## config.mk

```make
export PLATFORM = sky130hd
export DESIGN_NAME = decode_stage
export DESIGN_NICKNAME = d
export VERILOG_FILES = /design/src/rtl/decode_stage.sv
export SDC_FILE = /design/constraint.sdc
export NUM_CORES = 1
export LEC_CHECK = 0
export CAP_MARGIN = 40
export CORE_MARGIN = 2
export CORE_UTILIZATION = 35
export CTS_BUF_LIST = sky130_fd_sc_hd__clkbuf_2 sky130_fd_sc_hd__clkbuf_4 sky130_fd_sc_hd__clkbuf_8
export DETAILED_ROUTE_END_ITERATION = 8
export GPL_ROUTABILITY_DRIVEN = 0
export PLACE_DENSITY_LB_ADDON = 0.1
export RECOVER_POWER = 50
export SETUP_SLACK_MARGIN = 0.5
export SLEW_MARGIN = 15
export SYNTH_ARGS = -nofsm -noshare
export SYNTH_HDL_FRONTEND = slang
export SYNTH_SLANG_ARGS = --single-unit
export TNS_END_PERCENT = 20
```

## constraint.sdc

```tcl
create_clock -name clock -period 3.85 [get_ports clock]
set_input_delay 0.77 -clock clock [delete_from_list [all_inputs] [get_ports clock]]
set_output_delay 0.77 -clock clock [all_outputs]
set_load 0.01 [all_outputs]
```

## src/rtl/decode_stage.sv

```systemverilog
// MIPS decode stage feeding registers_array: 1-cycle decode with a registered output and load-use scoreboard.
// Stalls fetch (in_ready low) when the output is held, a source awaits load writeback, or flush is asserted.
module decode_stage #(
  parameter logic [4:0] NONE_REG = 5'd0
) (
  input  logic        clock,
  input  logic        reset_n,
  input  logic        in_valid,
  output logic        in_ready,
  input  logic [31:0] in_instr,
  input  logic [31:0] in_pc,
  output logic [4:0]  rnum1,
  output logic [4:0]  rnum2,
  output logic        out_valid,
  input  logic        out_ready,
  output logic [3:0]  out_op,
  output logic [4:0]  out_wnum,
  output logic        out_write,
  output logic [31:0] out_imm,
  output logic [31:0] out_pc,
  output logic        out_is_load,
  output logic        out_is_store,
  output logic        out_branch,
  output logic        out_illegal,
  input  logic        wb_valid,
  input  logic [4:0]  wb_num,
  input  logic        flush
);
  localparam logic [3:0] OP_ADD = 4'd0, OP_SUB = 4'd1, OP_AND = 4'd2, OP_OR  = 4'd3,
                         OP_XOR = 4'd4, OP_SLT = 4'd5, OP_SLL = 4'd6, OP_SRL = 4'd7,
                         OP_LUI = 4'd8, OP_NOP = 4'd15;

  typedef struct packed {
    logic [3:0]  op;
    logic [4:0]  wnum;
    logic        write;
    logic [31:0] imm;
    logic        is_load;
    logic        is_store;
    logic        branch;
    logic        illegal;
  } dec_t;

  logic [5:0]  opc, funct;
  logic [4:0]  rs, rt, rd, shamt;
  logic [31:0] simm, zimm;
  dec_t        dec;
  logic        uses_rt;
  logic [31:0] pending, pending_nxt;
  logic [4:0]  held_rs, held_rt;
  logic        rs_wait, rt_wait, hazard, fire_in, fire_out;

  assign opc   = in_instr[31:26];
  assign rs    = in_instr[25:21];
  assign rt    = in_instr[20:16];
  assign rd    = in_instr[15:11];
  assign shamt = in_instr[10:6];
  assign funct = in_instr[5:0];
  assign simm  = {{16{in_instr[15]}}, in_instr[15:0]};
  assign zimm  = {16'b0, in_instr[15:0]};

  always_comb begin
    dec     = '0;
    dec.op  = OP_NOP;
    uses_rt = 1'b0;
    case (opc)
      6'h00: begin
        uses_rt   = 1'b1;
        dec.wnum  = rd;
        dec.write = 1'b1;
        case (funct)
          6'h21: dec.op = OP_ADD;
          6'h23: dec.op = OP_SUB;
          6'h24: dec.op = OP_AND;
          6'h25: dec.op = OP_OR;
          6'h26: dec.op = OP_XOR;
          6'h2A: dec.op = OP_SLT;
          6'h00: begin dec.op = OP_SLL; dec.imm = {27'b0, shamt}; end
          6'h02: begin dec.op = OP_SRL; dec.imm = {27'b0, shamt}; end
          default: begin dec.illegal = 1'b1; dec.write = 1'b0; dec.wnum = '0; end
        endcase
      end
      6'h09: begin dec.op = OP_ADD; dec.imm = simm; dec.wnum = rt; dec.write = 1'b1; end
      6'h0A: begin dec.op = OP_SLT; dec.imm = simm; dec.wnum = rt; dec.write = 1'b1; end
      6'h0C: begin dec.op = OP_AND; dec.imm = zimm; dec.wnum = rt; dec.write = 1'b1; end
      6'h0D: begin dec.op = OP_OR;  dec.imm = zimm; dec.wnum = rt; dec.write = 1'b1; end
      6'h0E: begin dec.op = OP_XOR; dec.imm = zimm; dec.wnum = rt; dec.write = 1'b1; end
      6'h0F: begin dec.op = OP_LUI; dec.imm = {in_instr[15:0], 16'b0}; dec.wnum = rt; dec.write = 1'b1; end
      6'h23: begin
        dec.op = OP_ADD; dec.imm = simm; dec.wnum = rt; dec.write = 1'b1; dec.is_load = 1'b1;
      end
      6'h2B: begin dec.op = OP_ADD; dec.imm = simm; dec.is_store = 1'b1; uses_rt = 1'b1; end
      6'h04, 6'h05: begin
        dec.op = OP_SUB; dec.imm = {simm[29:0], 2'b00}; dec.branch = 1'b1; uses_rt = 1'b1;
      end
      default: dec.illegal = 1'b1;
    endcase
    if (dec.wnum == NONE_REG) dec.write = 1'b0;
  end

  // A writeback landing this cycle releases its register immediately.
  assign rs_wait  = (rs != NONE_REG) && pending[rs] && !(wb_valid && wb_num == rs);
  assign rt_wait  = uses_rt && (rt != NONE_REG) && pending[rt] && !(wb_valid && wb_num == rt);
  assign hazard   = rs_wait || rt_wait;
  assign in_ready = (!out_valid || out_ready) && !hazard && !flush;
  assign fire_in  = in_valid && in_ready;
  assign fire_out = out_valid && out_ready;

  // Held sources are re-read every cycle so rdata stays aligned with the held instruction.
  assign rnum1 = fire_in ? rs : held_rs;
  assign rnum2 = fire_in ? rt : held_rt;

  always_comb begin
    pending_nxt = pending;
    if (wb_valid) pending_nxt[wb_num] = 1'b0;
    if (fire_out && !flush && out_is_load && out_wnum != NONE_REG) pending_nxt[out_wnum] = 1'b1;
    pending_nxt[NONE_REG] = 1'b0;
  end

  always_ff @(posedge clock or negedge reset_n) begin
    if (!reset_n) begin
      pending      <= '0;
      held_rs      <= '0;
      held_rt      <= '0;
      out_valid    <= 1'b0;
      out_op       <= OP_NOP;
      out_wnum     <= '0;
      out_write    <= 1'b0;
      out_imm      <= '0;
      out_pc       <= '0;
      out_is_load  <= 1'b0;
      out_is_store <= 1'b0;
      out_branch   <= 1'b0;
      out_illegal  <= 1'b0;
    end else begin
      pending <= pending_nxt;
      if (flush) begin
        out_valid <= 1'b0;
      end else if (fire_in) begin
        out_valid    <= 1'b1;
        held_rs      <= rs;
        held_rt      <= rt;
        out_op       <= dec.op;
        out_wnum     <= dec.wnum;
        out_write    <= dec.write;
        out_imm      <= dec.imm;
        out_pc       <= in_pc;
        out_is_load  <= dec.is_load;
        out_is_store <= dec.is_store;
        out_branch   <= dec.branch;
        out_illegal  <= dec.illegal;
      end else if (fire_out) begin
        out_valid <= 1'b0;
      end
    end
  end
endmodule

```

==> impl_summary.txt <==
----------------------------------------------------
[Floorplan]
  Die area ... between 15000 and 20000 µm²
  Die outline height ... 139.0 µm
  Die extent in x ... between 100 and 150 µm
  Core ar. ... 17900 µm²
  Initial cell density of the core ... 35.64%
  Top-level port count ... between 150 and 200
  Number of standard-cell rows in the floorplan ... between 40 and 50

[Hold path]
  Type of the most critical hold path ... flip-flop to flip-flop
  Cell count of the worst hold path ... 2
  Launch instance of the worst min-delay path ... out_op[1]$_DFFE_PN1P_

[Drt]
  Routed wire length per instance ... 19.47 µm
  Remaining number of nets flagged by the antenna check after routing ... 0
  Drt first pass iters ... 8
  Routed vias ... between 5000 and 6000
  DRC Markers ... 0
  Vias/cell ... around 5.4
  Count of routing violations after the opening detailed-route iteration ... 386
  Routed WL ... 19.75 mm

[Placed design]
  Worst slack at placement ... -0.5669 ns
  Placed Cells incl. Taps ... 964
  HPWL reported at the end of detailed placement ... 13.90 mm
  Buffers on Ports ... 164

[Outcome]
  Failing checks ... capacitance limit, slew limit
  Run status ... finished with violations

[Clock network]
  Clk_lat worst skew ... roughly 0.43 ns
  Quantity of hold-fixing buffers added after cts ... 0
  Maximum level of the CTS H-tree ... 4
  Clk Tree Root Cell ... clkbuf_8
  Total clock sinks ... 120
  Clock buffer depth ... 2
  CTS tree ... done
  Number of buffers created by CTS ... 17
  Clock-pin slew on the worst setup and hold paths ... ~0.070 ns

[Critical path]
  Origin of the critical flop-to-flop path ... pending[31]$_DFF_PN0_
  Setup crit start kind ... primary input
  Launching element of the worst setup path ... in_instr[16]
  Required time reported for the critical path endpoint ... 3.08 ns
  Reg-to-reg setup timing slack ... between 0.8 and 0.9 ns
  Crit Path Max Fanout ... 6
  Cells on worst reg2reg path ... 11
  Arr. time, crit path ... approximately 2.9 ns
  Type of the worst setup path ... primary input to output pin
  Type of destination of the critical path ... output pin

[STA]
  Final hold violations ... 0
  Highest achievable clock rate ... 276.5 MHz
  Period Utilization, post-route ... between 90 and 100%
  Final-report setup violation count ... 0
  Number of pins with negative max-slew slack in the final report ... 46
  Slack of the critical path ... between 0.2 and 0.25 ns
  Final min period ... between 3 and 4 ns
  Worst-margin pin slew ... approximately 2.7 ns
  RSZ-0062 raised after global routing ... yes
  Post-Route Skew ... 0.007232 ns
  Worst slew margin ... -77.63%

[Synth]
  Proportion of synthesized flip-flops having asynchronous set or reset ... between 90% and 100%
  Number of cells produced by synthesis ... approximately 560
  Number of enable flip-flop cells after synthesis ... 0
  Net Count, Synth ... roughly 630
  Synth area leaders ... dfrtp_1 (45%), mux2_2 (13%), o21ai_0 (5.5%)
  Seq cells post-synth ... 120
  Yosys warning total ... 0
  Per-instance average area after synthesis ... 11.43 µm²
  List of most frequent post-synthesis cells ... dfrtp_1 (116), mux2_2 (75), o21ai_0 (70)
  Post-synthesis adder-cell area fraction ... 0%
  Cell area after synthesis ... 6380 µm²
  Dominant combinational cell family by area after synthesis ... multiplexers
  Fraction of post-synthesis cell area in the top cell type by area ... between 40% and 50%
  Synthesized-area fraction occupied by and/or/nand/nor cells ... about a tenth
  Leading cell type by number of instances after synthesis ... dfrtp_1
  Synth unique cells ... 59
  Sequential area share after synthesis ... roughly 47%
  Dominant cell type by area after synthesis ... dfrtp_1
  Share of the synthesized netlist area taken by xor and xnor gates ... about 1.5%
  Complex-gate fraction of the synthesized area ... ~14%
  Post-synthesis mux area share ... between 20% and 30%
  Dominant register cell in the synthesized netlist ... dfrtp_1

[Cells and area]
  Number of nets in the layout ... 847
  Final core area utilization ... approximately half
  Final std cells w/o fill ... 1014
  Area growth from synthesis to final layout ... 44.48%
  Share of layout cells above drive strength 1 ... roughly 31%
  Final-layout fill cell count ... roughly 1600
  Diode insertion count for antenna repair ... 0

[Global routing]
  Largest net degree at the start of global routing ... 76
  Vias in the first global route ... 5676
  Number of antenna violations at the first check in global routing ... 0
  GR Overflow Total ... 0
  Routing usage on met3 ... under 10%
  Layer with the highest usage after global routing ... met2
  Met1 Use GR ... 28.44%
  Global-route wire length before repair ... 31.65 mm
  Global router's overall resource usage ... a little over a fifth
  Met2 Usage GRT ... a little under a third

[Run]
  Number of max-cap violations ... 1

[Power and ir drop]
  Combinational fraction of design power ... a little over a quarter
  Switching Share ... about 28%
  Internal power component ... roughly 2.5 mW
  Power per cell area ... approximately 370 nW/µm²
  Relative contribution of the clock network to total power ... 31.0%
  Sw power ... ~0.95 mW
  Proportion of power drawn by flip-flops and latches ... between 40% and 50%
  Worst IR drop on VDD ... 237.5 µV
  Leakage component of the power ... 4.028 nW

----------------------------------------------------
[kinds of logic after synthesis]
logic type / after synthesis
AOI/OAI and AO/OA: 139
muxes: 119
DFF: 120
buffers and inverters: 65
and+or+nand+nor: 104
xor gates and xnor gates: 11
[per-stage QoR]
step | power, mW | setup TNS (ns) | cell area, µm² | hold slack, ns
after floorplan | 1.851 | 0 | 6384 | 0.4736
after global placement | 2.324 | -19.69 | 8473 | 0.4636
after detailed placement | 2.339 | -27.00 | 8473 | 0.4741
after CTS | 3.468 | 0 | 9193 | 0.3399
after global routing | 3.590 | 0 | 9218 | 0.5000
final | 3.415 | 0 | 9218 | 0.4762
[path summary, 6_finish.rpt]
check	endpoint
min in group asynchronous	pending[3]$_DFF_PN0_
worst min register to register	out_op[1]$_DFFE_PN1P_
worst min-delay path	out_op[1]$_DFFE_PN1P_
worst max register to register	out_imm[1]$_DFFE_PN0P_
max in group asynchronous	out_imm[19]$_DFFE_PN0P_
worst max-delay path	rnum1[1]
[critical path, cell delays in order]
cell      delay, ns
buf_2          0.13
buf_4          0.17
buf_4          0.18
nor2_1         0.23
a22oi_1        0.12
nand4b_1       0.15
o21ai_2        0.09
o21ai_4        0.25
nand4_4        0.17
buf_6          0.18
mux2_4         0.30
buf_6          0.12
[power groups by stage]
stage / clock, mW / sequential, mW / combinational (mW)
after global placement: 0 / 1.49 / 0.835
after floorplan: 0 / 1.53 / 0.321
after global routing: 1.16 / 1.49 / 0.948
after CTS: 1.10 / 1.47 / 0.898
final: 1.06 / 1.47 / 0.886
after detailed placement: 0 / 1.49 / 0.846
[sequential cells by signal, summed over array words and instances, names as in the netlist]
| register | count |
|---|---|
| out_wnum | 5 |
| held_rs | 5 |
| out_illegal | 1 |
| out_pc | 32 |
| out_is_store | 1 |
| out_write | 1 |
| pending | 31 |
| out_branch | 1 |
| out_is_load | 1 |
| held_rt | 5 |
| out_imm | 32 |
| out_valid | 1 |
| out_op | 4 |
[routing by layer]
metal,up-vias,share of wire (%)
met2,234,45
met5,-,0
met3,27,8.4
met1,2737,45
met4,0,1.6
li1,2488,-
[area by class of cell]
class / count / area (µm²) / area share, %
clock buffer: 25 / 325.3 / 3.529
tap: 229 / 286.5 / 3.108
inverter: 25 / 93.84 / 1.018
clock inverter: 7 / 42.54 / 0.4615
sequential: 120 / 3008 / 32.63
timing repair buffer: 234 / 2243 / 24.34
multi-input combinational: 374 / 3218 / 34.91
[cell usage in the layout, fill, tap and decap left out, types with 9 or more instances in the layout]
master           netlist  routed
dfrtp_1              116     116
nor2b_1               16      15
clkbuf_8               0      22
nor2_1                16      16
mux2i_1               29      28
o21ai_0               70      69
buf_6                 10      33
buf_4                  0      45
mux2_2                75      68
nand2_1               14      14
a22o_1                18      18
clkdlybuf4s50_1        0     120
mux4_2                 6       9
mux2_4                 6      13
a21oi_1               19      19
inv_1                 25      24
nand3b_1              10      10
dlygate4sd3_1          0      16
[what timing repair did]
action                                  in CTS  in global routing
cloned                                       1                  0
setup buffers                               16                  1
resized for setup                          139                 18
endpoints found under the setup margin      75                 62
endpoints found under the hold margin        0                  0
pin swaps                                   14                 10
Note: power is estimated with default switching activity, not from simulation.
